File: src/rtl/ad9643_pkg.sv
// Shared types and helpers for the AD9643 capture path: FSM state encoding,
// native ADC sample width and the two-channel stream word packing.
package ad9643_pkg;

  localparam int ADC_SMP_W = 14;

  typedef enum logic [2:0] {
    RST,
    WAIT_RDY,
    ARMED,
    CAPTURE,
    STOP
  } cap_state_t;

  // Each channel is zero-extended to a 16-bit lane, channel B in the upper half.
  function automatic logic [31:0] pack_ab(input logic [ADC_SMP_W-1:0] a,
                                          input logic [ADC_SMP_W-1:0] b);
    return {{(16-ADC_SMP_W){1'b0}}, b, {(16-ADC_SMP_W){1'b0}}, a};
  endfunction

endpackage

File: src/rtl/ad9643_sync2.sv
// Two-flop synchroniser bringing the IDELAYCTRL ready flag into the capture clock domain.
module ad9643_sync2 (
  input  logic aclk,
  input  logic areset,
  input  logic d,
  output logic q
);

  logic [1:0] sync_reg;

  always_ff @(posedge aclk or posedge areset) begin
    if (areset) begin
      sync_reg <= '0;
    end else begin
      sync_reg <= {sync_reg[0], d};
    end
  end

  assign q = sync_reg[1];

endmodule

File: src/rtl/ad9643_capture_ctrl.sv
// AD9643 capture sequencer: DDR input-stage reset / IDELAY lock handling and
// framing of the dual-channel sample stream into fixed-length AXI-Stream packets.
module ad9643_capture_ctrl
  import ad9643_pkg::*;
#(
  parameter int SMP_W      = ADC_SMP_W,
  parameter int RST_CYCLES = 16,
  parameter int LEN_W      = 16
) (
  input  logic             aclk,
  input  logic             areset,
  input  logic             cfg_ddr_reset,
  input  logic             cfg_data_en,
  input  logic [LEN_W-1:0] cfg_frame_len,
  input  logic             delay_rdy,
  output logic             ddr_rst_o,
  input  logic [SMP_W-1:0] adc_a,
  input  logic [SMP_W-1:0] adc_b,
  input  logic             adc_valid,
  output logic [31:0]      m_axis_tdata,
  output logic             m_axis_tvalid,
  input  logic             m_axis_tready,
  output logic             m_axis_tlast,
  output logic             sts_ready,
  output logic             sts_overflow,
  output logic [LEN_W-1:0] sts_frames
);

  localparam int RC_W = $clog2(RST_CYCLES);

  cap_state_t       state_reg;
  logic [RC_W-1:0]  rst_cnt_reg;
  logic [LEN_W-1:0] smp_cnt_reg;
  logic [LEN_W-1:0] len_reg;
  logic [LEN_W-1:0] frames_reg;
  logic [31:0]      tdata_reg;
  logic             tvalid_reg;
  logic             tlast_reg;
  logic             ddr_rst_reg;
  logic             ready_reg;
  logic             ovf_reg;
  logic             ddr_req_d_reg;
  logic             rdy_sync;

  logic             ddr_req_rise;
  logic             lock_lost;
  logic             in_capture;
  logic             stop_now;
  logic             can_load;
  logic             load;
  logic             drop;
  logic             is_last;
  logic [LEN_W-1:0] cfg_len_eff;

  ad9643_sync2 u_rdy_sync (
    .aclk   (aclk),
    .areset (areset),
    .d      (delay_rdy),
    .q      (rdy_sync)
  );

  assign ddr_req_rise = cfg_ddr_reset & ~ddr_req_d_reg;
  assign lock_lost    = ((state_reg == ARMED) || (state_reg == CAPTURE)) && !rdy_sync;
  assign in_capture   = (state_reg == CAPTURE);
  assign cfg_len_eff  = (cfg_frame_len == '0) ? LEN_W'(1) : cfg_frame_len;
  // Enable removed on a packet boundary: nothing to truncate, stop without emitting.
  assign stop_now     = in_capture && !cfg_data_en && (smp_cnt_reg == '0);
  assign can_load     = !tvalid_reg || m_axis_tready;
  assign load         = in_capture && !stop_now && adc_valid && can_load;
  assign drop         = in_capture && !stop_now && adc_valid && !can_load;
  assign is_last      = (smp_cnt_reg == len_reg - 1'b1) || !cfg_data_en;

  always_ff @(posedge aclk or posedge areset) begin
    if (areset) begin
      state_reg     <= RST;
      rst_cnt_reg   <= '0;
      smp_cnt_reg   <= '0;
      len_reg       <= LEN_W'(1);
      frames_reg    <= '0;
      tdata_reg     <= '0;
      tvalid_reg    <= 1'b0;
      tlast_reg     <= 1'b0;
      ddr_rst_reg   <= 1'b1;
      ready_reg     <= 1'b0;
      ovf_reg       <= 1'b0;
      ddr_req_d_reg <= 1'b0;
    end else begin
      ddr_req_d_reg <= cfg_ddr_reset;
      if (ddr_req_rise || lock_lost) begin
        // Pending beat is discarded outright; a register request clears the
        // sticky overflow while a lock loss flags it.
        state_reg   <= RST;
        rst_cnt_reg <= '0;
        ddr_rst_reg <= 1'b1;
        ready_reg   <= 1'b0;
        tvalid_reg  <= 1'b0;
        tlast_reg   <= 1'b0;
        smp_cnt_reg <= '0;
        ovf_reg     <= lock_lost && !ddr_req_rise;
      end else begin
        if (load) begin
          tdata_reg  <= pack_ab(adc_a, adc_b);
          tvalid_reg <= 1'b1;
          tlast_reg  <= is_last;
          if (is_last) begin
            smp_cnt_reg <= '0;
            frames_reg  <= frames_reg + 1'b1;
            len_reg     <= cfg_len_eff;
          end else begin
            smp_cnt_reg <= smp_cnt_reg + 1'b1;
          end
        end else if (m_axis_tready) begin
          tvalid_reg <= 1'b0;
        end
        if (drop) begin
          ovf_reg <= 1'b1;
        end

        case (state_reg)
          RST: begin
            if (rst_cnt_reg == RC_W'(RST_CYCLES - 1)) begin
              state_reg   <= WAIT_RDY;
              ddr_rst_reg <= 1'b0;
            end else begin
              rst_cnt_reg <= rst_cnt_reg + 1'b1;
            end
          end
          WAIT_RDY: begin
            if (rdy_sync) begin
              state_reg <= ARMED;
              ready_reg <= 1'b1;
            end
          end
          ARMED: begin
            if (cfg_data_en) begin
              state_reg   <= CAPTURE;
              smp_cnt_reg <= '0;
              len_reg     <= cfg_len_eff;
            end
          end
          CAPTURE: begin
            if (stop_now || (load && !cfg_data_en)) begin
              state_reg <= STOP;
              ready_reg <= 1'b0;
            end
          end
          STOP: begin
            if (!tvalid_reg) begin
              state_reg <= ARMED;
              ready_reg <= 1'b1;
            end
          end
          default: begin
            state_reg <= RST;
          end
        endcase
      end
    end
  end

  assign ddr_rst_o     = ddr_rst_reg;
  assign m_axis_tdata  = tdata_reg;
  assign m_axis_tvalid = tvalid_reg;
  assign m_axis_tlast  = tlast_reg;
  assign sts_ready     = ready_reg;
  assign sts_overflow  = ovf_reg;
  assign sts_frames    = frames_reg;

endmodule

File: config.mk
export PLATFORM = sky130hd
export DESIGN_NAME = ad9643_capture_ctrl
export DESIGN_NICKNAME = d
export VERILOG_FILES = /design/src/rtl/ad9643_pkg.sv /design/src/rtl/ad9643_sync2.sv /design/src/rtl/ad9643_capture_ctrl.sv
export SDC_FILE = /design/constraint.sdc
export NUM_CORES = 1
export LEC_CHECK = 0
export BUFFER_PORTS_ARGS = -buffer_cell sky130_fd_sc_hd__buf_2
export CAP_MARGIN = 20
export CORE_MARGIN = 2
export CORE_UTILIZATION = 30
export DETAILED_ROUTE_END_ITERATION = 10
export GPL_ROUTABILITY_DRIVEN = 0
export HOLD_SLACK_MARGIN = 0.12
export SLEW_MARGIN = 10
export SYNTH_ARGS = -nofsm -noshare
export SYNTH_HDL_FRONTEND = slang
export SYNTH_SLANG_ARGS = --single-unit
export TNS_END_PERCENT = 5
File: constraint.sdc
create_clock -name aclk -period 4.4 [get_ports aclk]
set_input_delay 0.66 -clock aclk [delete_from_list [all_inputs] [get_ports aclk]]
set_output_delay 0.66 -clock aclk [all_outputs]
set_load 0.01 [all_outputs]
After elaboration in Yosys (flattened, before gate mapping)
Index checks and enable logic that the tools add are counted.
- memories: 0
- output and inout port bits: 53
- input bits: 51
- RAM bits: 0
- logic and storage cells: 102
- flip-flop bits (word level): 91
- bits in latches: 0
- ROM bits: 0
- $mul: 0
- divide/modulo/power cells: 0
- equality and inequality tests: 12
- multiplexer cells: 35
- add/subtract/negate cells: 4
- bitwise logic cells: 3
- shifts and indexed selects: 0
- magnitude comparators: 0
- reduce and logical (&&, ||, !) cells: 35
- operators with widths (cell ; number):
    two-way mux 16 bit ; 10
    adder 16 x 1 -> 16 bit (second input constant) ; 2
    zero test 16 bit ; 2
    two-way mux 3 bit ; 6
    equality test 16 bit ; 1
    subtractor 16 x 1 -> 16 bit (second input constant) ; 1
    one-hot mux 3 bit (5 select lines) ; 1
    two-way mux 1 bit ; 14
    two-way mux 4 bit ; 3
    logical AND 1 bit ; 9
    nonzero test 2 bit ; 4
    equality test 3 x 2 -> 1 bit (second input constant) ; 2
    zero test 1 bit ; 6
    != test 3 x 2 -> 1 bit (second input constant) ; 2
    != test 3 bit (second input constant) ; 2
    AND reduction 2 bit ; 3
    logical OR 1 bit ; 5
    AND reduction 5 bit ; 1
    adder 4 x 1 -> 4 bit (second input constant) ; 1
    equality test 4 bit (second input constant) ; 1
    AND reduction 4 bit ; 1
    nonzero test 4 bit ; 1
    equality test 3 x 1 -> 1 bit (second input constant) ; 1
    equality test 3 bit (second input constant) ; 1
    8 further kinds ; 9

Longest topological paths before layout
Gate-level depths: netlist of the first run.
- depth in word-level cells: 12
- mapped depth: 12
- mapped depth without buffers: 11

Cells and area by module
Synthesis of the first run repeated with hierarchy kept, for this count alone.
- cell total of the unflattened synthesis: 421
- area, all modules: 4628.2 um^2
- by module, submodules not included (module ; instances ; area an instance (um^2) ; seq. area each (um^2) ; cells an instance):
    ad9643_capture_ctrl ; 1 ; 4574.4 ; 2229.6 ; 418
    ad9643_sync2 ; 1 ; 53.8 ; 50.0 ; 3

Worst setup path before layout of the first run
OpenSTA, ideal clock, no wires.
- path type: reg-to-reg
- from: register len_reg[1]
- to: register len_reg[15]
- library setup time: 0.125 ns
- arrival time: 2.928 ns
- cell stages (with the launch flop): 13
- buffers on the path: 1
- data required time: 4.275 ns
- slack: 1.347 ns
- period minus slack after synthesis: 3.053 ns
- path through: dfrtp_1 > inv_1 > ha_1 > or4b_4 > nor2_2 > and2_1 > a211o_2 > nand3_1 > a2111oi_2 > a21oi_4 > a21oi_4 > buf_12 > mux2_4
- cells in the longest elaborated chain, start to end: 7
- ends and longest elaborated chain (element ; line ; text):
    from (decl) ; ad9643_capture_ctrl.sv:34 ; logic [LEN_W-1:0] len_reg;
    from (signal assigned) ; ad9643_capture_ctrl.sv:108 ; len_reg <= cfg_len_eff;
    from (signal assigned) ; ad9643_capture_ctrl.sv:138 ; len_reg <= cfg_len_eff;
    subtractor 16 x 1 -> 16 bit * ; ad9643_capture_ctrl.sv:71 ; assign is_last = (smp_cnt_reg == len_reg - 1'b1) || !cfg_data_en;
    equality test 16 bit * ; ad9643_capture_ctrl.sv:71 ;
    logical OR 1 bit * ; ad9643_capture_ctrl.sv:71 ;
    two-way mux 16 bit * ; ad9643_capture_ctrl.sv:105 ; if (is_last) begin
    two-way mux 16 bit * ; ad9643_capture_ctrl.sv:101 ; if (load) begin
    two-way mux 16 bit ; ad9643_capture_ctrl.sv:135 ; if (cfg_data_en) begin
    two-way mux 16 bit * ; ad9643_capture_ctrl.sv:119 ; case (state_reg)
Mark *: on every way between the ends. The rest lies on a longest branch, timed or not.
A chain may end at the register's enable or synchronous reset.

Worst setup path in the final report of the first run
- from: register len_reg[0]
- to: register len_reg[14]
Same word-level chain as after synthesis.

==> results of run 1 <==
power breakdown:
part | leakage, nW | internal (mW) | switching (mW) | total [mW]
logic | 1.39 | 0.282 | 0.233 | 0.515
clock network | 0.139 | 0.440 | 0.327 | 0.768
registers | 1.22 | 0.943 | 0.163 | 1.11
layer usage:
layer  up-vias  part of all wire [%]  global-route usage [%]
li1       1654                     -                       -
met1      1702                    45                    16.6
met2        94                    48                    21.2
met3        17                   4.9                    3.34
met4         0                   1.7                    4.98
met5         -                     0                       0
how the worst max path moves through the flow:
stage / startpoint / end / slack, ps / depth (start not counted)
after floorplan: len_reg[1]$_DFFE_PP0P_ / len_reg[15]$_DFFE_PP0P_ / 1350 / 12
after global placement: cfg_data_en / len_reg[14]$_DFFE_PP0P_ / 900 / 10
after detailed placement: cfg_data_en / len_reg[14]$_DFFE_PP0P_ / 820 / 10
after CTS: len_reg[1]$_DFFE_PP0P_ / len_reg[14]$_DFFE_PP0P_ / 820 / 11
after global routing: smp_cnt_reg[0]$_DFF_PP0_ / len_reg[12]$_DFFE_PP0P_ / 480 / 11
final: len_reg[0]$_DFFE_PP1P_ / len_reg[14]$_DFFE_PP0P_ / 830 / 11
cells in the mapped netlist, drive strengths merged, types with 2 or more instances:
library cell,count
a21o,2
a21oi,10
a31oi,3
and3,8
buf,9
clkbuf,7
dfrtp,89
dfstp,2
ha,5
inv,8
mux2,45
mux2i,4
nand2,19
nand2b,4
nand3,23
nand4,8
nor2,41
nor2b,3
nor3,16
nor3b,2
nor4,17
nor4b,3
o21ai,8
or3,2
xnor2,19
xor2,34
metrics by stage:
stage	worst slack [ps]	hold slack [ps]	std cells	utilization [%]
finish	827	319	703	36.8
global route	480	352	703	36.8
CTS	817	332	703	36.8
detailed placement	824	341	687	34.9
global placement	897	342	687	34.9
floorplan	1350	331	414	-
logic make-up after synthesis:
| family | share of synthesized area [%] |
|---|---|
| flip-flops | 49.2 |
| AO/OA/AOI/OAI | 5.35 |
| AND/OR/NAND/NOR | 18.4 |
| adder cells (fa/ha/maj) | 1.35 |
| buffers and inverters | 3.00 |
| multiplexers | 12.5 |
| XOR/XNOR | 10.0 |
| other | 0.0810 |
layout make-up:
type	count	share of cell area, %
sequential	91	40.9
clock inverter	6	1.14
clock buffer	10	4.10
tap	188	4.22
inverter	8	0.561
timing repair buffer	101	9.15
multi-input combinational	299	40.0
==> impl_summary.md, run 1 <==
Outcome
The flow ran to the end, and the final reports show no timing, DRC or antenna violations.

Route
For this block, the via count after detailed routing is approximately 3,500. In the routed design, unresolved DRC markers number 0. The average via count per standard cell is 4.93.

The routed wire length is approximately 10,000 um. The pre-antenna-repair detailed-routing pass consisted of 4 iterations. The detailed router finished its first iteration with 104 violations.

The detail route stage leaves a number of antenna-violating nets equal to 0. After detailed routing, the average wire length per cell comes to 14.5 um.

Placement
In this run the cell area measured after placement is about 5300 um2. Detailed placement finished with a half-perimeter wire length of between 7000 and 8000 um. During placement, the flow inserted port buffers numbering a little under 100.

Worst setup path
The cell with the most instances on the worst path is a21oi_4. The startpoint identified for the worst register-to-register timing path is len_reg[0]$_DFFE_PP1P_. The data required time at the worst endpoint is about 4600 ps. At the worst endpoint, the arrival time is approximately 3800 ps. The setup check on the worst reg-to-reg path leaves a slack of between 800 and 900 ps. The highest fanout seen on the critical path is 18. The depth of the most critical reg-to-reg path is 11.

The cell with the largest stage delay on the worst path is a21oi_4. The worst setup path is captured at a flip-flop. The signal on the critical path passes through inv_1, ha_1, or4b_4, nor2_2, and2_1, a211o_2, nand3_1, a2111oi_2, a21oi_4, a21oi_4, mux2_2. STA classifies the critical path startpoint as a flip-flop. The start-to-end type of the worst setup path is reg -> reg. The gate family responsible for the most delay along the worst path is compound AO/OA/AOI/OAI gates. The worst register-to-register path ends at len_reg[14]$_DFFE_PP0P_. The largest stage delay on the critical path is about 580 ps. Counting both buffers and inverters, the worst setup path holds a total of 1.

Die
The placeable core region is 15,100 um2. ~100 I/O pins were placed. The die outline width is 128 um. The die extent in y is 128 um. The die covers ~16,000 um2. The floorplan has 45 rows. For this configuration, the core starts out at a cell density of 30.6%.

Clock tree
The total number of H-tree levels is 3. Clock-pin slew was measured on the worst setup and hold paths at approximately 60 ps. TritonCTS built the clock tree. The clock net sink count is 91.

In this run, post-CTS hold repair placed 0 buffers. The maximum buffer depth of the clock tree is 2. Buffers inserted during clock tree synthesis total 9. The total setup buffers inserted after CTS is 0. The number of gates given a new drive strength after cts is 0. The clock latency at the later pin of the worst-skew pair is around 340 ps.

The cell sitting at the root of the clock tree is a clkbuf_16.

Power and ir drop
The overall power of the completed layout is roughly 2.4 mW. VDD sags by at most around 210 uV. Summed over all cells, the static leakage comes to roughly 2.8 nW. In this run the power density over the cells is roughly 430 nW/um2.

Cells and area
The antenna diode instance count is 0. In the final layout, the share of cells above drive strength 1 is a little over a third. Leaving out fill and tap cells, the most frequent cell in the layout is buf_2.

The final net count is between 500 and 600. Compared with the post-synthesis result, the final layout area differs by 20.5%. The library cells used most frequently in the layout, excluding fill and tap cells, are 99 x buf_2, 89 x dfrtp_1, 39 x nor2_1, 36 x mux2_2, 34 x xor2_1. The register with the most flip-flops in the layout has 28 of them. Fill cells in the final layout number between 1,000 and 1,500. Summing all multi-input logic gate instances after layout gives roughly 2200 um2. The footprint of the flip-flops and latches is about 2300 um2.

The area of all placed cells without fillers is 5580 um2.

Logic synthesis
During synthesis, Yosys emitted a total of 0 warnings. The biggest area contributor in the post-synthesis netlist is dfrtp_1. Counting flops with a built-in enable in the synthesized netlist gives 0. After synthesis, the netlist uses 58 different library cells. The mean post-synth cell area is approximately 11 um2. In the post-synthesis netlist, the biggest area contributors are dfrtp_1 48%, mux2_2 8.8%, xor2_1 6.4%. In this run the biggest area consumer among cell types represents around half of the synthesized area. In the synthesized netlist the dominant register cell turns out to be dfrtp_1. The cell count after synthesis came out at 411. For this run, the register share of the synthesized area comes to between 40% and 50%.

Counting flops and latches in the post-synthesis netlist gives 91. In this run the cell area of the synthesized design comes to between 4000 and 5000 um2. For this run, asynchronously set or reset flops after synthesis account for 100%.

Job
The tool flagged a number of max-cap violations equal to 0.

Timing
The final critical delay including setup and external delays is about 3600 ps. Setup violations remaining at the end of the flow were counted as 0. The final-report max-slew violation count came to 0. For this run, the top clock speed supported by timing is between 200 and 300 MHz.

The final hold violation count is 0. In the final timing run, aggregate negative setup slack is 0 ps. Dividing the final minimum period by the clock period gives about 81%. The worst slew margin relative to its limit is between 40 and 50%. At the pin with the least slew margin, the transition time is approximately 800 ps.

The post-route clock skew is around 9 ps. Setup repair after global routing left no endpoint under its margin.

Global route
The number of global-route vias before repair is approximately 3,400. The pin count of the biggest net entering global routing is between 60 and 70. The number of antenna violations at the first check in global routing is 0. The first global-routing pass estimated 17,000 um of wire. Global routing finished with a remaining overflow of 0. The total track usage is around an eighth.

Worst hold path
The path class of the tightest hold or removal check is in -> async.
Power figures use the tool's default switching activity.
==> run 2, diff against run 1 <==
clock period = 3.15 ns   (was 4.4 ns; I/O delays follow)
==> run 2 against run 1 <==
  * Non-clock buffer count rose by 20
  * Clock-buffer cell count stayed put
  * Routed wire length increased by 2.2%
  * Worst hold slack got worse by 80 ps
==> impl_summary.md, run 2 (synthesis results as in run 1) <==
Outcome
The flow ran to the end, and the final reports show no timing, DRC or antenna violations.

Worst setup path
The largest stage delay on the critical path is between 500 and 600 ps. The setup path with the least slack is of type reg -> reg. The gate family responsible for the most delay along the worst path is simple AND/OR/NAND/NOR gates.

The signal on the critical path passes through inv_2, ha_4, or4b_4, nor2_4, nor2_1, o21ai_1, nand3_2, a2111oi_4, a21oi_4, buf_4, buf_12, nor4_1, xor2_1. The highest fanout seen on the critical path is 17. The kind of launch point of the worst setup path is a flip-flop.

The critical path contains buffers and inverters numbering 3 combined. STA classifies the critical path endpoint as a flip-flop. STA puts the critical path data required time at 3420 ps. Data arrives at the worst endpoint at about 3300 ps. For this design, the slowest cell found on the critical path is or4b_4.

Route
The number of remaining DRC errors is 0. For this block, the via count after detailed routing is 3,493. The routed wire length is roughly 10,000 um.

For this block, the initial DRC count from the detailed router was a little over 100. In this run the remaining antenna-violating nets after routing total 0. Before antenna repair, the detailed router went through 4 iterations. The average via count per standard cell is 4.83. The average wire per cell in the routed design is 14.4 um.

Global route
Across every metal layer, demand over resource in global routing totals between 10% and 20%. The global-route wire length before repair is between 15,000 and 20,000 um. The number of global-route vias before repair is about 3,500. Entering global routing, the biggest net connects 45 pins. The total overflow reported by the global router is 0.

The number of antenna violations at the first check in global routing is 0.

Die
In this run the count of I/O pins placed on the die edge is 104. The die extent in y is roughly 130 um. The area of the die is 16,400 um2. The die is ~130 um wide. The number of cell rows is 45.

The region available for standard cell placement spans between 15,000 and 20,000 um2. The initial core utilization is between 30% and 40%.

Placement
The number of input and output port buffers inserted is between 90 and 100. After legalization and detailed placement, the total HPWL measured around 7500 um.

Timing
Timing would allow up to 326 MHz. The final-report max-slew violation count came to 0. The final critical-path share of the clock period is 97.3%.

The worst slew margin relative to its limit is around 47%. On the final layout, the worst clock skew is approximately 13 ps. The final hold violation count is 0. After layout, the minimum clock period comes to 3070 ps. For the pin with the worst max-slew slack, the measured transition is 788 ps.

The final count of negative-setup-slack endpoints is 0. Hold timing on the final database bottoms out at a slack of 239 ps.

Power and ir drop
Across the VDD grid, the largest voltage drop is 262 uV. For this design the static power due to leakage is roughly 3 nW. In this run the power density over the cells is ~600 nW/um2.

Cells and area
From synthesis to final layout, the design area changed by 27.1%. The library cells used most frequently in the layout, excluding fill and tap cells, are 99 x buf_2, 89 x dfrtp_1, 38 x nor2_1, 36 x mux2_2, 34 x xor2_1. Cells with a size suffix above 1 make up roughly 41% of the layout. The number of flip-flops in the largest register is 28. Leaving out fill and tap cells, the most frequent cell in the layout is buf_2. The repair_antennas step left the layout with diodes totalling 0. The share of the core filled with cells is between 30% and 40%.

At the end of the flow, the number of nets in the layout was between 500 and 600.

Clock tree
The clock tree synthesis step divided the H-tree into 3 levels. The clock-pin slew on the worst setup and hold paths is 70 ps. TritonCTS built the clock tree.

For this design, the sink count on the clock tree is 91. The root buffer cell chosen for the clock tree is clkbuf_16. The clock passes through at most 2 buffers. The number of clock buffers inserted by TritonCTS is 9. Clock latency on the worst-skew pair, taken at its later pin, is 350 ps.

Job
The number of maximum-capacitance violations is 0.

Worst hold path
The worst min-delay path category is in -> async.
run 2: final timing paths:
kind | from | end | slack (ps) | cells past startpoint
setup / recovery | len_reg[1]$_DFFE_PP0P_ | sts_frames[14]$_DFFE_PP0P_ | 80 | 13
hold / removal | areset | m_axis_tdata[12]$_DFFE_PP0P_ | 240 | 2
setup reg to reg | len_reg[1]$_DFFE_PP0P_ | sts_frames[14]$_DFFE_PP0P_ | 80 | 13
hold reg to reg | u_rdy_sync.sync_reg[0]$_DFF_PP0_ | u_rdy_sync.sync_reg[1]$_DFF_PP0_ | 360 | 0
max in group asynchronous | areset | len_reg[0]$_DFFE_PP1P_ | 2130 | 3
min in group aclk | delay_rdy | u_rdy_sync.sync_reg[0]$_DFF_PP0_ | 240 | 1
run 2: what timing repair did:
action                                  4_1_cts  5_1_grt
endpoints found under the setup margin       24       48
resized for setup                             4       21
pin swaps                                     5        8
setup buffers                                 4        2
hold buffers                                  0        0
gates cloned                                  1        0
run 2: layout make-up:
class	instances	area (um2)
timing repair buffer	121	709
sequential	91	2280
clock inverter	6	41.3
multi-input combinational	299	2360
fill	1457	9260
inverter	8	31.3
clock buffer	10	229
tap	188	235
run 2: stage by stage:
stage	cell area [um2]	total power, mW	setup slack, ps	TNS [ps]	cells
after floorplan	4640	2.09	96.6	0	414
after global placement	5410	2.29	-4.81	-23.6	700
after detailed placement	5410	2.33	-122	-1740	700
after CTS	5760	3.39	12.7	0	721
after global routing	5890	3.65	-1.76	-1.76	723
final	5890	3.44	84.4	0	723
run 2: power breakdown:
group | switching [mW] | internal (mW)
clock network | 0.465 | 0.538
registers | 0.204 | 1.32
logic | 0.427 | 0.490
total | 1.10 | 2.35
run 2: per-layer routing:
| metal | track usage [%] | part of all wire (%) |
|---|---|---|
| met5 | 0 | 0 |
| met3 | 3.30 | 5.0 |
| met1 | 16.3 | 44 |
| met4 | 6.14 | 2.3 |
| met2 | 21.4 | 48 |
==> run 3, diff against run 2 <==
PLACE_DENSITY = 0.62   (was not set)
RECOVER_POWER = 100   (was not set)
==> run 3 against run 2 <==
  * The run now ends with max-capacitance violations, max-slew violations left
  * Die area did not move
  * Register-to-register slack better by 20 ps
  * Critical path depth down 1
  * Utilization decreased by 1.7 points
  * Worst hold slack lost 2.3 ps
  * Critical endpoint is now len_reg[14]$_DFFE_PP0P_
==> impl_summary.md, run 3 (synthesis results as in run 1) <==
Outcome
The run finished, with violations left. The final reports fail on max-capacitance violations, max-slew violations.

Timing
The post-route worst hold slack is ~240 ps. The aggregate negative setup slack is 0 ps. For the final database, setup skew stands at 9.96 ps.

The worst pin sits at a relative slew slack of -26.2%. The final hold violation count is 0. For the pin with the worst max-slew slack, the measured transition is about 1900 ps. The final-report max-slew violation count is 43. The final critical-path share of the clock period is ~97%. The final worst-path setup slack is slightly above 100 ps. Derived from the worst setup path, the maximum achievable clock frequency is around 330 MHz.

Setup repair after global routing could not meet its margin everywhere. The worst path in the final design needs a cycle of 3050 ps, including I/O delays and setup. Setup violations remaining at the end of the flow were counted as 0.

Cells and area
The proportion of layout cells with a drive suffix above 1 is between 20% and 30%. The number of flip-flops in the largest register is 28. The area of all placed cells without fillers is approximately 5600 um2. Leaving out fill and tap cells, the most frequent cell in the layout is dfrtp_1. After the last flow step, the layout net total stands at ~580.

The filler-free cell count of the finished design is 714. In the layout the commonest cells are 89 x dfrtp_1, 52 x clkbuf_1, 51 x buf_2, 39 x nor2_1, 36 x mux2_2. For this run, the share of the core covered by cells in the final layout is 37.2%. Relative to the synthesized area, the layout overhead comes to 21.6%. The antenna diode instance count is 0.

Placement
The placed instances occupy a cell area of 5410 um2. The total half-perimeter wirelength after legalization and detailed placement is 7380 um. The number of input and output port buffers inserted is between 90 and 100.

At the placement stage, the worst setup path has a slack of -49.6 ps. In this run, placement finished with an instance count of around 700.

Power and ir drop
IR analysis of the VDD net gives a maximum drop of between 200 and 250 uV. In this run the static leakage power is approximately 2.6 nW. The overall power of the completed layout is between 3 and 4 mW. Dividing total power by cell area gives a power density of about 590 nW/um2.

Clock tree
The TritonCTS clock tree is built. The clock passes through at most 2 buffers. The H-tree was split into 3 levels. The number of buffers inserted by hold repair at cts is 0. Counting the buffers created by CTS gives 9. The clock net in this run drives a total of between 90 and 100 sinks. The root buffer cell chosen for the clock tree is clkbuf_16.

The clock-pin slew on the worst setup and hold paths is around 60 ps. The clock latency at the later pin of the worst-skew pair is about 340 ps.

Route
In the routed design, unresolved DRC markers number 0. The antenna violation net count after detailed routing is 0. In the final routed layout, each cell accounts on average for around 14 um. Wires add up to between 10,000 and 15,000 um. The number of DRC markers in iteration 0 is between 100 and 150. The number of optimization iterations in the first detailed-route pass is 4. Dividing the detail-routed via count by the number of cells gives 4.84.

For this block, the via count after detailed routing is roughly 3,500.

Worst setup path
The endpoint type of the worst setup path is a flip-flop. In this run the number of cells on the critical path is 12. The highest fanout seen on the critical path is 16. The worst register-to-register path begins at len_reg[1]$_DFFE_PP0P_. The worst setup path startpoint is len_reg[1]$_DFFE_PP0P_. The critical path ends at len_reg[14]$_DFFE_PP0P_. STA puts the critical path data arrival time at approximately 3300 ps. The count of buffering cells on the critical path with inverters included is 2. The data required time at the worst endpoint is 3370 ps. The start-to-end type of the worst setup path is reg -> reg. For this run, the slowest stage of the critical path takes between 500 and 600 ps.

The cell with the most instances on the worst path is a21oi_4. The kind of launch point of the worst setup path is a flip-flop. The signal on the critical path passes through inv_1, ha_1, or4b_4, nor2_4, and2_4, a211o_2, nand3_1, a2111oi_4, a21oi_4, a21oi_4, buf_12, mux2_2. The cell with the largest stage delay on the worst path is or4b_4. The depth of the most critical reg-to-reg path is 12. The capturing point of the worst reg2reg path is len_reg[14]$_DFFE_PP0P_. The gate family responsible for the most delay along the worst path is simple AND/OR/NAND/NOR gates.

The worst register-to-register path has a setup slack of 100 ps.

Die
The initialized floorplan defines 45 standard-cell rows. The floorplan step set the die height to around 130 um. The floorplan step defined a core boundary enclosing approximately 15,000 um2.

Once the floorplan was initialized, standard cells occupied a little under a third of the core. The die covers between 15,000 and 20,000 um2. The die outline width is 128 um. The number of placed I/O pins is 104.

Job
Across the run, the number of max-cap violations was 1.

Global route
The number of global-route vias before repair is around 3,600. The total overflow left after global routing is 0. Across every metal layer, demand over resource in global routing totals between 10% and 20%.

The pin count of the biggest net entering global routing is between 50 and 60. The first global-routing pass estimated 17,300 um of wire. The number of antenna violations at the first check in global routing came to 0.

Worst hold path
The path class of the tightest hold or removal check is in -> reg.
run 3: area by class of cell:
cell class	instances	area (um2)
Clock buffer	12	236
Clock inverter	4	28.8
Fill cell	1500	9510
Inverter	8	31.3
Multi-Input combinational cell	299	2270
Sequential cell	91	2280
Tap cell	188	235
Timing Repair Buffer	112	549
run 3: worst min path at each step:
stage | start | endpoint | cells past startpoint
floorplan | u_rdy_sync.sync_reg[0]$_DFF_PP0_ | u_rdy_sync.sync_reg[1]$_DFF_PP0_ | 0
global placement | u_rdy_sync.sync_reg[0]$_DFF_PP0_ | u_rdy_sync.sync_reg[1]$_DFF_PP0_ | 0
detailed placement | u_rdy_sync.sync_reg[0]$_DFF_PP0_ | u_rdy_sync.sync_reg[1]$_DFF_PP0_ | 0
CTS | delay_rdy | u_rdy_sync.sync_reg[0]$_DFF_PP0_ | 1
global route | delay_rdy | u_rdy_sync.sync_reg[0]$_DFF_PP0_ | 1
finish | delay_rdy | u_rdy_sync.sync_reg[0]$_DFF_PP0_ | 1
run 3: where the power goes:
part           internal, mW  switching, mW
Combinational         0.434          0.387
Clock                 0.536          0.444
Sequential             1.32          0.195
Total                  2.29           1.03
run 3: worst reg2reg max path, cell delays in order (launching register included):
cell	delay, ps
dfrtp_1	420
inv_1	70
ha_1	150
or4b_4	520
nor2_4	150
and2_4	160
a211o_2	120
nand3_1	110
a2111oi_4	450
a21oi_4	80
a21oi_4	160
buf_12	180
mux2_2	350
run 3: repair_timing:
action	4_1_cts	5_1_grt
pin swaps	0	2
setup endpoints to repair	16	43
setup buffers	0	0
gates resized for setup	1	7
run 3: layer usage:
layer	vias up	global-route usage, %	part of all wire [%]
met1	1664	16.5	44
met3	20	3.21	5.5
li1	1668	-	-
met5	-	0	0
met2	101	20.9	48
met4	0	6.40	2.3
